## src/rtl/wide_add_pkg.sv

```systemverilog
// Shared types and helpers for the multi-precision add sequencer.
// Provides the FSM state encoding and a generic slice extractor.
package wide_add_pkg;

  typedef enum logic [1:0] {
    IDLE,
    ISSUE,
    DONE
  } state_t;

  localparam int MAXW = 256;

  function automatic logic [MAXW-1:0] slice_of(
    input logic [MAXW-1:0] vec,
    input int              idx,
    input int              w
  );
    logic [MAXW-1:0] mask;
    mask = ~({MAXW{1'b1}} << w);
    return (vec >> (idx * w)) & mask;
  endfunction

endpackage

```

## src/rtl/wide_add_sequencer.sv

```systemverilog
// Multi-precision adder: feeds a WIDTH-bit slice adder LS slice first,
// chaining carries; ports: start/op_a/op_b/cin -> result/cout/done/err, add_* to adder.
module wide_add_sequencer
  import wide_add_pkg::*;
#(
  parameter int WIDTH   = 16,
  parameter int WORDS   = 4,
  parameter int TIMEOUT = 8
) (
  input  logic                   clk,
  input  logic                   reset,
  input  logic                   start,
  input  logic [WIDTH*WORDS-1:0] op_a,
  input  logic [WIDTH*WORDS-1:0] op_b,
  input  logic                   cin_en,
  input  logic                   cin,
  output logic                   busy,
  output logic                   done,
  output logic                   err,
  output logic [WIDTH*WORDS-1:0] result,
  output logic                   cout,
  output logic [WIDTH-1:0]       add_a,
  output logic [WIDTH-1:0]       add_b,
  output logic                   add_cin,
  output logic                   add_carry_listen,
  output logic                   add_on_off,
  input  logic [WIDTH-1:0]       add_c,
  input  logic                   add_cout,
  input  logic                   add_ack
);

  localparam int N     = WIDTH * WORDS;
  localparam int IDX_W = $clog2(WORDS);
  localparam int CNT_W = $clog2(TIMEOUT + 1);

  state_t           state_q;
  state_t           state_d;
  logic [N-1:0]     a_q;
  logic [N-1:0]     b_q;
  logic             cin_en_q;
  logic             cin_q;
  logic [IDX_W-1:0] idx_q;
  logic             carry_q;
  logic [CNT_W-1:0] wait_q;
  logic [N-1:0]     result_q;
  logic             cout_q;
  logic             err_q;
  logic             last;
  logic             expired;

  assign last    = (idx_q == IDX_W'(WORDS - 1));
  // wait_q counts stalled cycles of the current slice; giving up once it
  // hits TIMEOUT puts done TIMEOUT+1 cycles after the slice first appears.
  assign expired = (wait_q == CNT_W'(TIMEOUT));

  always_ff @(posedge clk) begin
    if (reset) begin
      state_q <= IDLE;
    end else begin
      state_q <= state_d;
    end
  end

  always_comb begin
    state_d = state_q;
    unique case (state_q)
      IDLE:  if (start) state_d = ISSUE;
      ISSUE: begin
        if (add_ack) begin
          if (last) state_d = DONE;
        end else if (expired) begin
          state_d = DONE;
        end
      end
      DONE:  state_d = IDLE;
      default: state_d = IDLE;
    endcase
  end

  always_ff @(posedge clk) begin
    if (reset) begin
      a_q      <= '0;
      b_q      <= '0;
      cin_en_q <= 1'b0;
      cin_q    <= 1'b0;
      idx_q    <= '0;
      carry_q  <= 1'b0;
      wait_q   <= '0;
      result_q <= '0;
      cout_q   <= 1'b0;
      err_q    <= 1'b0;
    end else begin
      unique case (state_q)
        IDLE: begin
          if (start) begin
            a_q      <= op_a;
            b_q      <= op_b;
            cin_en_q <= cin_en;
            cin_q    <= cin;
            idx_q    <= '0;
            carry_q  <= 1'b0;
            wait_q   <= '0;
            result_q <= '0;
            cout_q   <= 1'b0;
            err_q    <= 1'b0;
          end
        end
        ISSUE: begin
          if (add_ack) begin
            result_q[idx_q*WIDTH +: WIDTH] <= add_c;
            carry_q <= add_cout;
            wait_q  <= '0;
            if (last) begin
              cout_q <= add_cout;
            end else begin
              idx_q <= idx_q + 1'b1;
            end
          end else if (expired) begin
            err_q <= 1'b1;
          end else begin
            wait_q <= wait_q + 1'b1;
          end
        end
        default: ;
      endcase
    end
  end

  always_comb begin
    add_a            = '0;
    add_b            = '0;
    add_cin          = 1'b0;
    add_carry_listen = 1'b0;
    add_on_off       = 1'b0;
    if (state_q == ISSUE) begin
      add_a      = WIDTH'(slice_of(MAXW'(a_q), 32'(idx_q), WIDTH));
      add_b      = WIDTH'(slice_of(MAXW'(b_q), 32'(idx_q), WIDTH));
      add_on_off = 1'b1;
      if (idx_q == '0) begin
        add_carry_listen = cin_en_q;
        add_cin          = cin_q;
      end else begin
        add_carry_listen = 1'b1;
        add_cin          = carry_q;
      end
    end
  end

  assign busy   = (state_q != IDLE);
  assign done   = (state_q == DONE);
  assign err    = err_q;
  assign result = result_q;
  assign cout   = cout_q;

endmodule

```

## config.mk

```make
export PLATFORM = sky130hd
export DESIGN_NAME = wide_add_sequencer
export DESIGN_NICKNAME = d
export VERILOG_FILES = /design/src/rtl/wide_add_pkg.sv /design/src/rtl/wide_add_sequencer.sv
export SDC_FILE = /design/constraint.sdc
export NUM_CORES = 1
export LEC_CHECK = 0
export ABC_CLOCK_PERIOD_IN_PS = 3000
export CORE_ASPECT_RATIO = 0.7
export CORE_MARGIN = 2
export CORE_UTILIZATION = 49
export CTS_CLUSTER_DIAMETER = 120
export DETAILED_ROUTE_END_ITERATION = 16
export GPL_ROUTABILITY_DRIVEN = 0
export PLACE_DENSITY = 0.9
export SLEW_MARGIN = 20
export SYNTH_ARGS = -nofsm -noshare
export SYNTH_HDL_FRONTEND = slang
export SYNTH_SLANG_ARGS = --single-unit
```

## constraint.sdc

```tcl
create_clock -name clk -period 3 [get_ports clk]
set_input_delay 0.45 -clock clk [delete_from_list [all_inputs] [get_ports clk]]
set_output_delay 0.45 -clock clk [all_outputs]
set_load 0.005 [all_outputs]
```

==> flow_summary.json, run 1 <==
{
  "clk_path_buf_depth": 3,
  "first_pass_iters": 5,
  "crit_end": "add_a[2]",
  "antenna_left": 0,
  "htreeDepth": 1,
  "end_kind": "primary output",
  "cts.sinks": 205,
  "ys_seq_area_share_pct": 44.2,
  "drive_gt1_share_pct": 8.56,
  "max_freq_mhz": 351,
  "syn_inst": 1056,
  "grt_antenna_before_repair": 3,
  "num_vias": 8454,
  "min_period_ps": 2850,
  "io_pins": 254,
  "ys.warnings.count": 0,
  "min_from": "a_q[40]",
  "period_share_pct": 94.9,
  "worst_pin_slew_ps": 827,
  "grt_max_degree": 122,
  "ys_async_sr_fraction_pct": 0,
  "hold_violations": 0,
  "drt-wirelength-per-cell_um": 18.0,
  "grtUsageTotal_pct": 26.7,
  "via_per_inst": 5.57,
  "slew_violations": 0,
  "die_y_um": 119,
  "syn_area_per_cell_um2": 8.78,
  "gr-total-overflow": 0,
  "peakVddDrop_mv": 0.428,
  "multiInputGateArea_um2": 4720,
  "r2r_cells": 6,
  "r2r_slack_ps": 760,
  "start_kind": "register",
  "skew_ps": 19.9,
  "seqCellArea_um2": 4110,
  "drt_iter0_markers": 722,
  "clock_latency_ps": 510,
  "die_w_um": 168,
  "hp-class": "reg2reg",
  "worstSetupStartpoint": "state_q[1]",
  "synth_edf_count": 0,
  "nets": 1420,
  "final_cell_mix": "261 x nand2_1, 252 x clkdlybuf4s50_1, 203 x dfxtp_1",
  "cts_buffers": 20,
  "root_buffer": "clkbuf_16",
  "grt_pass1_wl_um": 42900,
  "clk_pin_slew_worst_paths_ps": 60,
  "synth_ff_type": "dfxtp_1",
  "synthesis.area_um2": 9280,
  "fillers": 1416,
  "layout_commonest_cell": "nand2_1",
  "setup_tns_ps": 0,
  "r2r_start": "idx_q[0]",
  "criticalPathCategory": "reg2out",
  "synth_seq_cells": 205,
  "dieArea_um2": 20100,
  "worstPathArrival_ps": 2400,
  "rr_endpoint": "result[19]",
  "yosys.cell_types.count": 44,
  "maxCapViolations": 0,
  "rsz0062_at_grt": "no",
  "status": "finished clean",
  "p_per_area_nw_per_um2": 511,
  "drcViolationCount": 0,
  "slew_headroom_pct": 44.9,
  "routed_wl_um": 27400,
  "cellLeakagePower_uw": 0.00458,
  "hpwlAfterDp_um": 18500,
  "grt_pass1_vias": 8078,
  "required_ps": 2550,
  "area_growth_pct": 36.5,
  "synthesis.nets": 1214,
  "start_util_pct": 49.6,
  "setup_viol": 0,
  "row_count": 42,
  "whs_ps": 452,
  "crit_fanout": 34,
  "tritoncts": "built",
  "coreArea_um2": 18700,
  "port_buffers": 253
}
[cell usage after synthesis, types with 2 or more instances]
| library cell | instances | area [um2] |
|---|---|---|
| a21oi_1 | 153 | 766 |
| a21oi_4 | 3 | 48.8 |
| and2_1 | 33 | 206 |
| and4b_1 | 16 | 160 |
| buf_1 | 11 | 41.3 |
| buf_2 | 32 | 160 |
| buf_4 | 4 | 30.0 |
| buf_6 | 4 | 45.0 |
| clkbuf_1 | 44 | 165 |
| dfxtp_1 | 205 | 4100 |
| ha_1 | 7 | 87.6 |
| inv_1 | 7 | 26.3 |
| mux2i_1 | 53 | 531 |
| mux4_2 | 32 | 721 |
| nand2_1 | 261 | 980 |
| nand2b_1 | 54 | 338 |
| nand3_1 | 68 | 340 |
| nand3_2 | 2 | 20.0 |
| nand3b_1 | 4 | 30.0 |
| nand4b_1 | 3 | 26.3 |
| nor2_1 | 2 | 7.51 |
| nor2b_1 | 18 | 113 |
| nor3_1 | 2 | 10.0 |
| nor3b_4 | 2 | 37.5 |
| o211ai_1 | 15 | 113 |
| or2_2 | 2 | 12.5 |
| or3_1 | 2 | 12.5 |
[report_power, final]
| group | internal, uW | total [uW] | switching [uW] |
|---|---|---|---|
| registers | 2840 | 2910 | 71.0 |
| clock network | 1640 | 2700 | 1070 |
| logic | 441 | 859 | 418 |
| total | 4920 | 6470 | 1560 |
[cell families (layout without fill, tap and decap cells)]
family / after synthesis / after routing / share of synthesized area (%)
AOI/OAI and AO/OA: 180 / 180 / 10.8
and+or+nand+nor: 475 / 475 / 25.4
buffers and inverters: 104 / 322 / 5.14
muxes: 85 / 85 / 13.5
other: 0 / 2 / 0
adders and majority gates: 7 / 7 / 0.944
DFF: 205 / 205 / 44.2
[registers in the layout (all words and copies together) (netlist names)]
register  cells
a_q          64
b_q          64
result       64
wait_q        4
idx_q         2
state_q       2
carry_q       1
cin_en_q      1
cin_q         1
cout          1
err           1
[worst min-delay path by stage]
stage,end,slack (ps),cells after the start
after floorplan,a_q[32],430,2
after global placement,a_q[33],440,2
after detailed placement,a_q[40],440,2
after CTS,a_q[40],450,2
after global routing,b_q[12],470,2
final,a_q[40],450,2
[layout make-up]
cell class / count / share of cell area, %
Inverter: 8 / 0.237
Clock inverter: 6 / 0.919
Clock buffer: 28 / 4.67
Antenna cell: 2 / 0.0395
Sequential cell: 205 / 32.5
Multi-Input combinational cell: 747 / 37.3
Timing Repair Buffer: 280 / 22.0
Tap cell: 242 / 2.39
[through the flow]
stage               area [um2]  util (%)  worst slack, ps  cells  total power, uW
detailed placement       11900      63.5              394   1475             3810
floorplan                 9280         -              723   1056             3430
global placement         11900      63.5              403   1475             3780
CTS                      12600      67.4             20.4   1510             6500
global route             12700      67.7             44.7   1518             6700
finish                   12700      67.7              152   1518             6470
[critical path: stages (launching register included)]
cell and delay [ps]:
dfxtp_1 300, nand2b_1 280, inv_2 520, and2_1 270
clkdlybuf4s50_1 520
[timing repair]
action                                 in CTS  in global routing
hold buffers                                0                  0
setup endpoints to repair                  17                 15
endpoints found under the hold margin       0                  0
setup buffers                               1                  6
gates resized for setup                     0                  1
[metal layers]
layer | part of all wire, % | global-route usage, %
met5 | 0 | 0
met2 | 46 | 43.2
met4 | 2.6 | 8.30
met1 | 43 | 34.9
met3 | 8.9 | 7.31
(Power assumes the default switching activity.)
==> inputs of run 2 (changes only) <==
Settings changed: PLACE_DENSITY 0.9 to 0.78.
==> run 2 against run 1 <==
  * Clock power rose by 7%
  * Total power grew 2.9%
  * Combinational power up 0.6%
  * Core utilization grew 0.25 points
  * Fmax up 2.1%
  * Cell area rose by 0.38%
  * First-iteration DRC count is 3.7% higher
  * Setup slack better by 59 ps
  * Count of clock-buffer cells in the layout unchanged
  * Worst hold slack is essentially flat
  * Via count shrank 2.0%
  * Highest routed layer unchanged
==> flow_summary.json, run 2 (same netlist as run 1, synthesis figures left out) <==
{
  "dp_slack_ps": 374,
  "clk_path_buf_depth": 3,
  "antenna_left": 0,
  "fin_ws_ps": 211,
  "period_share_pct": 93.0,
  "peakVddDrop_mv": 0.433,
  "cellLeakagePower_uw": 0.00460,
  "nets": 1419,
  "routed_wl_um": 27200,
  "clock_latency_ps": 490,
  "drive_gt1_share_pct": 8.63,
  "port_buffers": 253,
  "gr-total-overflow": 0,
  "worst_pin_slew_ps": 732,
  "drt-wirelength-per-cell_um": 17.9,
  "grt_max_degree": 117,
  "htreeDepth": 1,
  "maxCapViolations": 0,
  "drcViolationCount": 0,
  "io_pins": 254,
  "layout_commonest_cell": "nand2_1",
  "hp-class": "reg2reg",
  "drt_iter0_markers": 749,
  "grtUsageTotal_pct": 26.3,
  "num_vias": 8286,
  "grt_pass1_vias": 7851,
  "start_kind": "register",
  "start_util_pct": 49.6,
  "slew_violations": 0,
  "die_w_um": 168,
  "cts_buffers": 20,
  "setup_tns_ps": 0,
  "rsz0062_at_grt": "no",
  "hold_violations": 0,
  "area_growth_pct": 37.0,
  "min_period_ps": 2790,
  "hpwlAfterDp_um": 18300,
  "grt_antenna_before_repair": 1,
  "max_freq_mhz": 359,
  "via_per_inst": 5.46,
  "post-route-util_pct": 67.9,
  "clk_pin_slew_worst_paths_ps": 60,
  "setup_viol": 0,
  "end_kind": "primary output",
  "dieArea_um2": 20100,
  "n_antenna_cell": 0,
  "die_y_um": 119,
  "criticalPathCategory": "reg2out",
  "tritoncts": "built",
  "cts.sinks": 205,
  "slew_headroom_pct": 50.9,
  "first_pass_iters": 5,
  "skew_ps": 9.62,
  "required_ps": 2550,
  "root_buffer": "clkbuf_16",
  "final_cell_mix": "261 x nand2_1, 252 x clkdlybuf4s50_1, 203 x dfxtp_1",
  "coreArea_um2": 18700,
  "cts_hold_buf": 0,
  "worstPathArrival_ps": 2340,
  "p_per_area_nw_per_um2": 524,
  "grt_pass1_wl_um": 42400,
  "crit_fanout": 10,
  "row_count": 42,
  "status": "finished clean",
  "whs_ps": 451
}
run 2: cell count changes in the layout (fill, tap and decap cells not counted), sizes merged:
| cell | previous run | this run |
|---|---|---|
| diode | 2 | 0 |
| bufinv | 3 | 5 |
| buf | 28 | 27 |
run 2: layer usage:
layer  share of wire [%]  track usage [%]  up-vias
li1                    -                -     3996
met1                  46             38.0     3955
met5                   0                0        -
met2                  43             40.1      292
met4                 2.3             6.09        0
met3                 8.1             6.21       43
run 2: worst paths after layout:
check             startpoint          to  slack, ps  cells past startpoint
hold reg to reg      a_q[41]     a_q[41]        450                      2
setup / recovery    idx_q[0]   add_a[11]        210                      4
hold / removal       a_q[41]     a_q[41]        450                      2
setup reg to reg    idx_q[0]  result[33]        740                      5
run 2: through the flow:
stage          total power [uW]  cell area [um2]  cells
4_1_cts                    6690            12700   1511
2_1_floorplan              3430             9280   1056
3_5_place_dp               3810            11900   1474
5_1_grt                    6890            12700   1517
3_3_place_gp               3790            11900   1474
6_report                   6660            12700   1517
run 2: final cells by class:
class                           count  area, um2
Clock buffer                       28        593
Fill cell                        1504       6000
Sequential cell                   205       4110
Inverter                            8       32.5
Clock inverter                      8        165
Timing Repair Buffer              279       2790
Multi-Input combinational cell    747       4720
Tap cell                          242        303
run 2: timing repair:
action | 4_1_cts | 5_1_grt
gates resized for setup | 0 | 2
endpoints found under the setup margin | 13 | 9
buffers inserted | 1 | 6
run 2: report_power, final:
group	internal (uW)	switching, uW
logic	446	419
clock network	1810	1080
registers	2840	66.0
total	5100	1560
run 2: worst max-delay path, cell delays in order, from the launching register on:
cell and delay, ps:
dfxtp_4 460, buf_4 230, mux4_2 540, and2_1 170, clkdlybuf4s50_1 440
==> inputs of run 3 (changes only) <==
Settings changed: MAX_ROUTING_LAYER set to met4.
==> run 3 against run 2 <==
  * Setup slack worse by 8.4 ps
  * Sequential power about the same
  * Cell area about the same
  * Die area unchanged
  * Sequential cell count unchanged
  * Critical path depth unchanged
  * Clock skew up 0.65 ps
  * Fmax down 0.30%
  * Clock power about the same
  * Combinational power about the same
  * Global-route usage up 0.82 points
  * Core utilization about the same
  * Critical path type unchanged
==> flow_summary.json, run 3 (same netlist as run 1, synthesis figures left out) <==
{
  "status": "finished clean",
  "worst_pin_slew_ps": 789,
  "slew_violations": 0,
  "cellLeakagePower_uw": 0.00460,
  "routed_wl_um": 27200,
  "die_y_um": 119,
  "htreeDepth": 1,
  "hp-class": "reg2reg",
  "criticalPathCategory": "reg2out",
  "cts_hold_buf": 0,
  "antenna_left": 0,
  "grt_pass1_wl_um": 42400,
  "setup_viol": 0,
  "crit_fanout": 10,
  "dr_wl_met3_um": 2140,
  "dieArea_um2": 20100,
  "grt_antenna_before_repair": 1,
  "rsz0062_at_grt": "no",
  "area_growth_pct": 37.1,
  "start_kind": "register",
  "drt-wirelength-per-cell_um": 17.9,
  "skew_ps": 10.3,
  "coreArea_um2": 18700,
  "setup_tns_ps": 0,
  "num_vias": 8294,
  "gr-total-overflow": 0,
  "post-route-util_pct": 68.0,
  "fin_ws_ps": 203,
  "start_util_pct": 49.6,
  "dp_slack_ps": 374,
  "highest_layer": "met4",
  "end_kind": "primary output",
  "tritoncts": "built",
  "via_per_inst": 5.46,
  "worstPathArrival_ps": 2350,
  "grt_pass1_vias": 7857,
  "clock_latency_ps": 490,
  "clk_pin_slew_worst_paths_ps": 60,
  "drcViolationCount": 0,
  "hold_violations": 0,
  "maxCapViolations": 0,
  "fillers": 1503,
  "hpwlAfterDp_um": 18300,
  "die_w_um": 168,
  "cts.sinks": 205,
  "root_buffer": "clkbuf_16",
  "grt_max_degree": 117,
  "slew_headroom_pct": 47.1,
  "final_cell_mix": "261 x nand2_1, 252 x clkdlybuf4s50_1, 203 x dfxtp_1",
  "nets": 1419,
  "period_share_pct": 93.2,
  "max_freq_mhz": 357,
  "required_ps": 2550,
  "layout_commonest_cell": "nand2_1",
  "drt-met1-wl_um": 12800,
  "finish.instance_area_um2": 12700,
  "drive_gt1_share_pct": 8.63,
  "row_count": 42,
  "wl_met2_um": 11600,
  "clk_path_buf_depth": 3,
  "grtUsageTotal_pct": 27.2,
  "cts_buffers": 20,
  "port_buffers": 253,
  "peakVddDrop_mv": 0.434,
  "p_per_area_nw_per_um2": 525,
  "first_pass_iters": 7,
  "min_period_ps": 2800,
  "io_pins": 254,
  "place_area_um2": 11900,
  "drt_iter0_markers": 706
}
==> run 3: changes by cell type in the layout (fill, tap and decap cells not counted), sizes merged <==
cell	delta
diode	+1
==> run 3: path summary, 6_finish.rpt <==
path,startpoint,slack [ps],cells after the start,endpoint
setup / recovery,idx_q[0],200,4,add_a[11]
hold / removal,a_q[41],450,2,a_q[41]
setup reg to reg,idx_q[0],680,5,result[33]
hold reg to reg,a_q[41],450,2,a_q[41]
==> run 3: layer usage <==
metal  GRT usage, %  vias up
li1               -     4005
met3           6.02       45
met2           40.2      293
met1           38.2     3951
met5              -        -
met4           6.09        0
==> run 3: report_power, final <==
part           internal [uW]  switching, uW  leakage, uW
sequential              2840           66.2      0.00167
clock                   1810           1090     0.000373
combinational            446            418      0.00255
==> run 3: layout make-up <==
type,count,area [um2],area share (%)
tap,242,303,2.38
sequential,205,4110,32.3
clock inverter,8,165,1.30
antenna,1,2.50,0.0197
timing repair buffer,279,2790,21.9
multi-input combinational,747,4720,37.1
clock buffer,28,593,4.66
inverter,8,32.5,0.256
==> run 3: worst max-delay path: stages, from the launching register on <==
cell and delay (ps):
dfxtp_4 470, buf_4 230, mux4_2 530, and2_1 170, clkdlybuf4s50_1 440
==> run 3: what timing repair did <==
action | in CTS | in global routing
setup buffers | 1 | 6
endpoints found under the setup margin | 13 | 9
resized for setup | 0 | 2
==> run 3: through the flow <==
| step | total power, uW | std cells | hold slack, ps |
|---|---|---|---|
| floorplan | 3430 | 1056 | 433 |
| global placement | 3790 | 1474 | 438 |
| detailed placement | 3810 | 1474 | 445 |
| CTS | 6690 | 1511 | 454 |
| global route | 6890 | 1518 | 475 |
| finish | 6670 | 1518 | 451 |
==> RTL edit (flow settings as in run 2) <==
Put one more register stage on the output `err`, with the module's reset. The value now appears one clock later. The other outputs are not delayed to match.
--- a/src/rtl/wide_add_sequencer.sv
+++ b/src/rtl/wide_add_sequencer.sv
@@ -148,7 +148,13 @@
 
   assign busy   = (state_q != IDLE);
   assign done   = (state_q == DONE);
-  assign err    = err_q;
+  always_ff @(posedge clk) begin
+    if (reset) begin
+      err <= '0;
+    end else begin
+      err <= err_q;
+    end
+  end
   assign result = result_q;
   assign cout   = cout_q;
 
Behaviour: same outputs for any inputs over 4 cycles, from zero or initial values and one cycle with reset high; that may be too few to reach the edited logic, so the function may still have changed.
==> RTL edit against run 2 <==
Total power shrank 3.4%. Sequential cell count grew 1. Setup slack gained 72 ps. Area after synthesis grew 1.6%. Routed wire length shrank 0.80%. Utilization shrank 0.79 points. Count of clock-buffer cells in the layout shrank 1. Design area shrank 0.32%. Critical endpoint is now add_a[6]. Highest routed layer unchanged.
==> RTL edit: results (changes against run 2) <==
GR Util All Layers: 25.7% (-0.61 points)
register area share after synthesis: 43.7% (-0.50 points)
Post-Place Cells: 1,487 (+0.88%)
commonest cells in the synthesized netlist: nand2_1, dfxtp_1, a21oi_1
Area contributors post-synth: dfxtp_1, nand2_1, a21oi_1
fillers: 1,538 (+2.3%)
number of antenna violations at the first check in global routing: 0 (-1)
final WL: 26,900 µm (-0.80%)
leakage power: 4.55 nW (-1.0%)
initial DRC count: 603 (-19%)
wire per inst: 17.6 µm (-1.5%)
vias in the first global route: 8,006 (+2.0%)
CP Max Fanout: 24 (+14)
routing usage on met2: 38.2% (-1.9 points)
peak supply drop: 0.450 mV (+3.9%)
status: finished clean
largest net degree at the start of global routing: 112 (-4.3%)
Rel. slew slack: 29.0% (-22 points)
fraction of layout cells with a size suffix above 1: 8.09% (-0.53 points)
Num CTS Buffers: 21 (+5.0%)
# nets final: 1,429 (+0.70%)
syn_nets: 1,232 (+1.5%)
global-route wire length before repair: 42,300 µm (-0.34%)
GR Util met3: 7.62% (+1.4 points)
Netlist cell types: 42 (-4.5%)
Worst EP arrival: 2270 ps (-70 ps)
## RTL edit: cell types whose count changed in the layout (fill, tap and decap cells not counted), moves of 3 or more
cell | before | now
nor3b_4 | 3 | 0
nand2b_1 | 54 | 36
nand3_1 | 68 | 52
nand4_1 | 0 | 16
nor2_1 | 2 | 6
nor2b_1 | 17 | 22
mux2i_1 | 53 | 37
o2111ai_1 | 1 | 17
a21oi_1 | 153 | 168
o21ai_0 | 1 | 4
## RTL edit: timing repair
action | in CTS | in global routing
buffers inserted | 0 | 3
hold endpoints to repair | 0 | 0
endpoints found under the setup margin | 15 | 1
pin swaps | 0 | 0
gates resized for setup | 1 | 0
hold buffers | 0 | 0
## RTL edit: routing by layer
layer  part of all wire [%]  wire (µm)  vias up
li1                       -          -     4108
met1                     46      12400     3960
met2                     43      11600      298
met3                    9.0       2430       37
met4                    1.9        525        0
met5                      0          0        -
## RTL edit: final cells by class
type / instances / area, µm² / share of cell area [%]
Sequential cell: 206 / 4130 / 32.6
Clock inverter: 10 / 139 / 1.10
Tap cell: 242 / 303 / 2.39
Clock buffer: 27 / 588 / 4.64
Inverter: 8 / 30.0 / 0.237
Multi-Input combinational cell: 754 / 4680 / 37.0
Timing Repair Buffer: 280 / 2800 / 22.1
## RTL edit: worst paths after layout
check                           cells past startpoint                  start  slack (ps)                       to
worst max-delay path                                4  idx_q[1]$_SDFFE_PP0P_         280                 add_a[6]
worst min-delay path                                2                  reset         370           err$_SDFF_PP0_
worst max register to register                      5  idx_q[1]$_SDFFE_PP0P_         540  result[43]$_SDFFE_PP0P_
worst min register to register                      2     err_q$_SDFFE_PP0P_         440           err$_SDFF_PP0_
## RTL edit: stage by stage
stage / setup WS, ps / cell area (µm²)
3_5_place_dp: 464 / 11900
2_1_floorplan: 692 / 9430
4_1_cts: 86.2 / 12600
5_1_grt: 202 / 12700
3_3_place_gp: 473 / 11900
6_report: 283 / 12700
## RTL edit: report_power, final
part | internal (mW) | leakage, nW | switching [mW] | total [mW]
combinational | 0.395 | 2.51 | 0.378 | 0.773
sequential | 2.85 | 1.68 | 0.0611 | 2.91
clock | 1.65 | 0.357 | 1.10 | 2.75
## RTL edit: cells by family after synthesis
family / count (synthesis) / share of synthesized area [%]
AO/OA/AOI/OAI: 215 / 12.9
buffers and inverters: 114 / 6.69
adder cells (fa/ha/maj): 7 / 0.929
flip-flops: 206 / 43.7
multiplexers: 69 / 11.6
AND/OR/NAND/NOR: 463 / 24.2
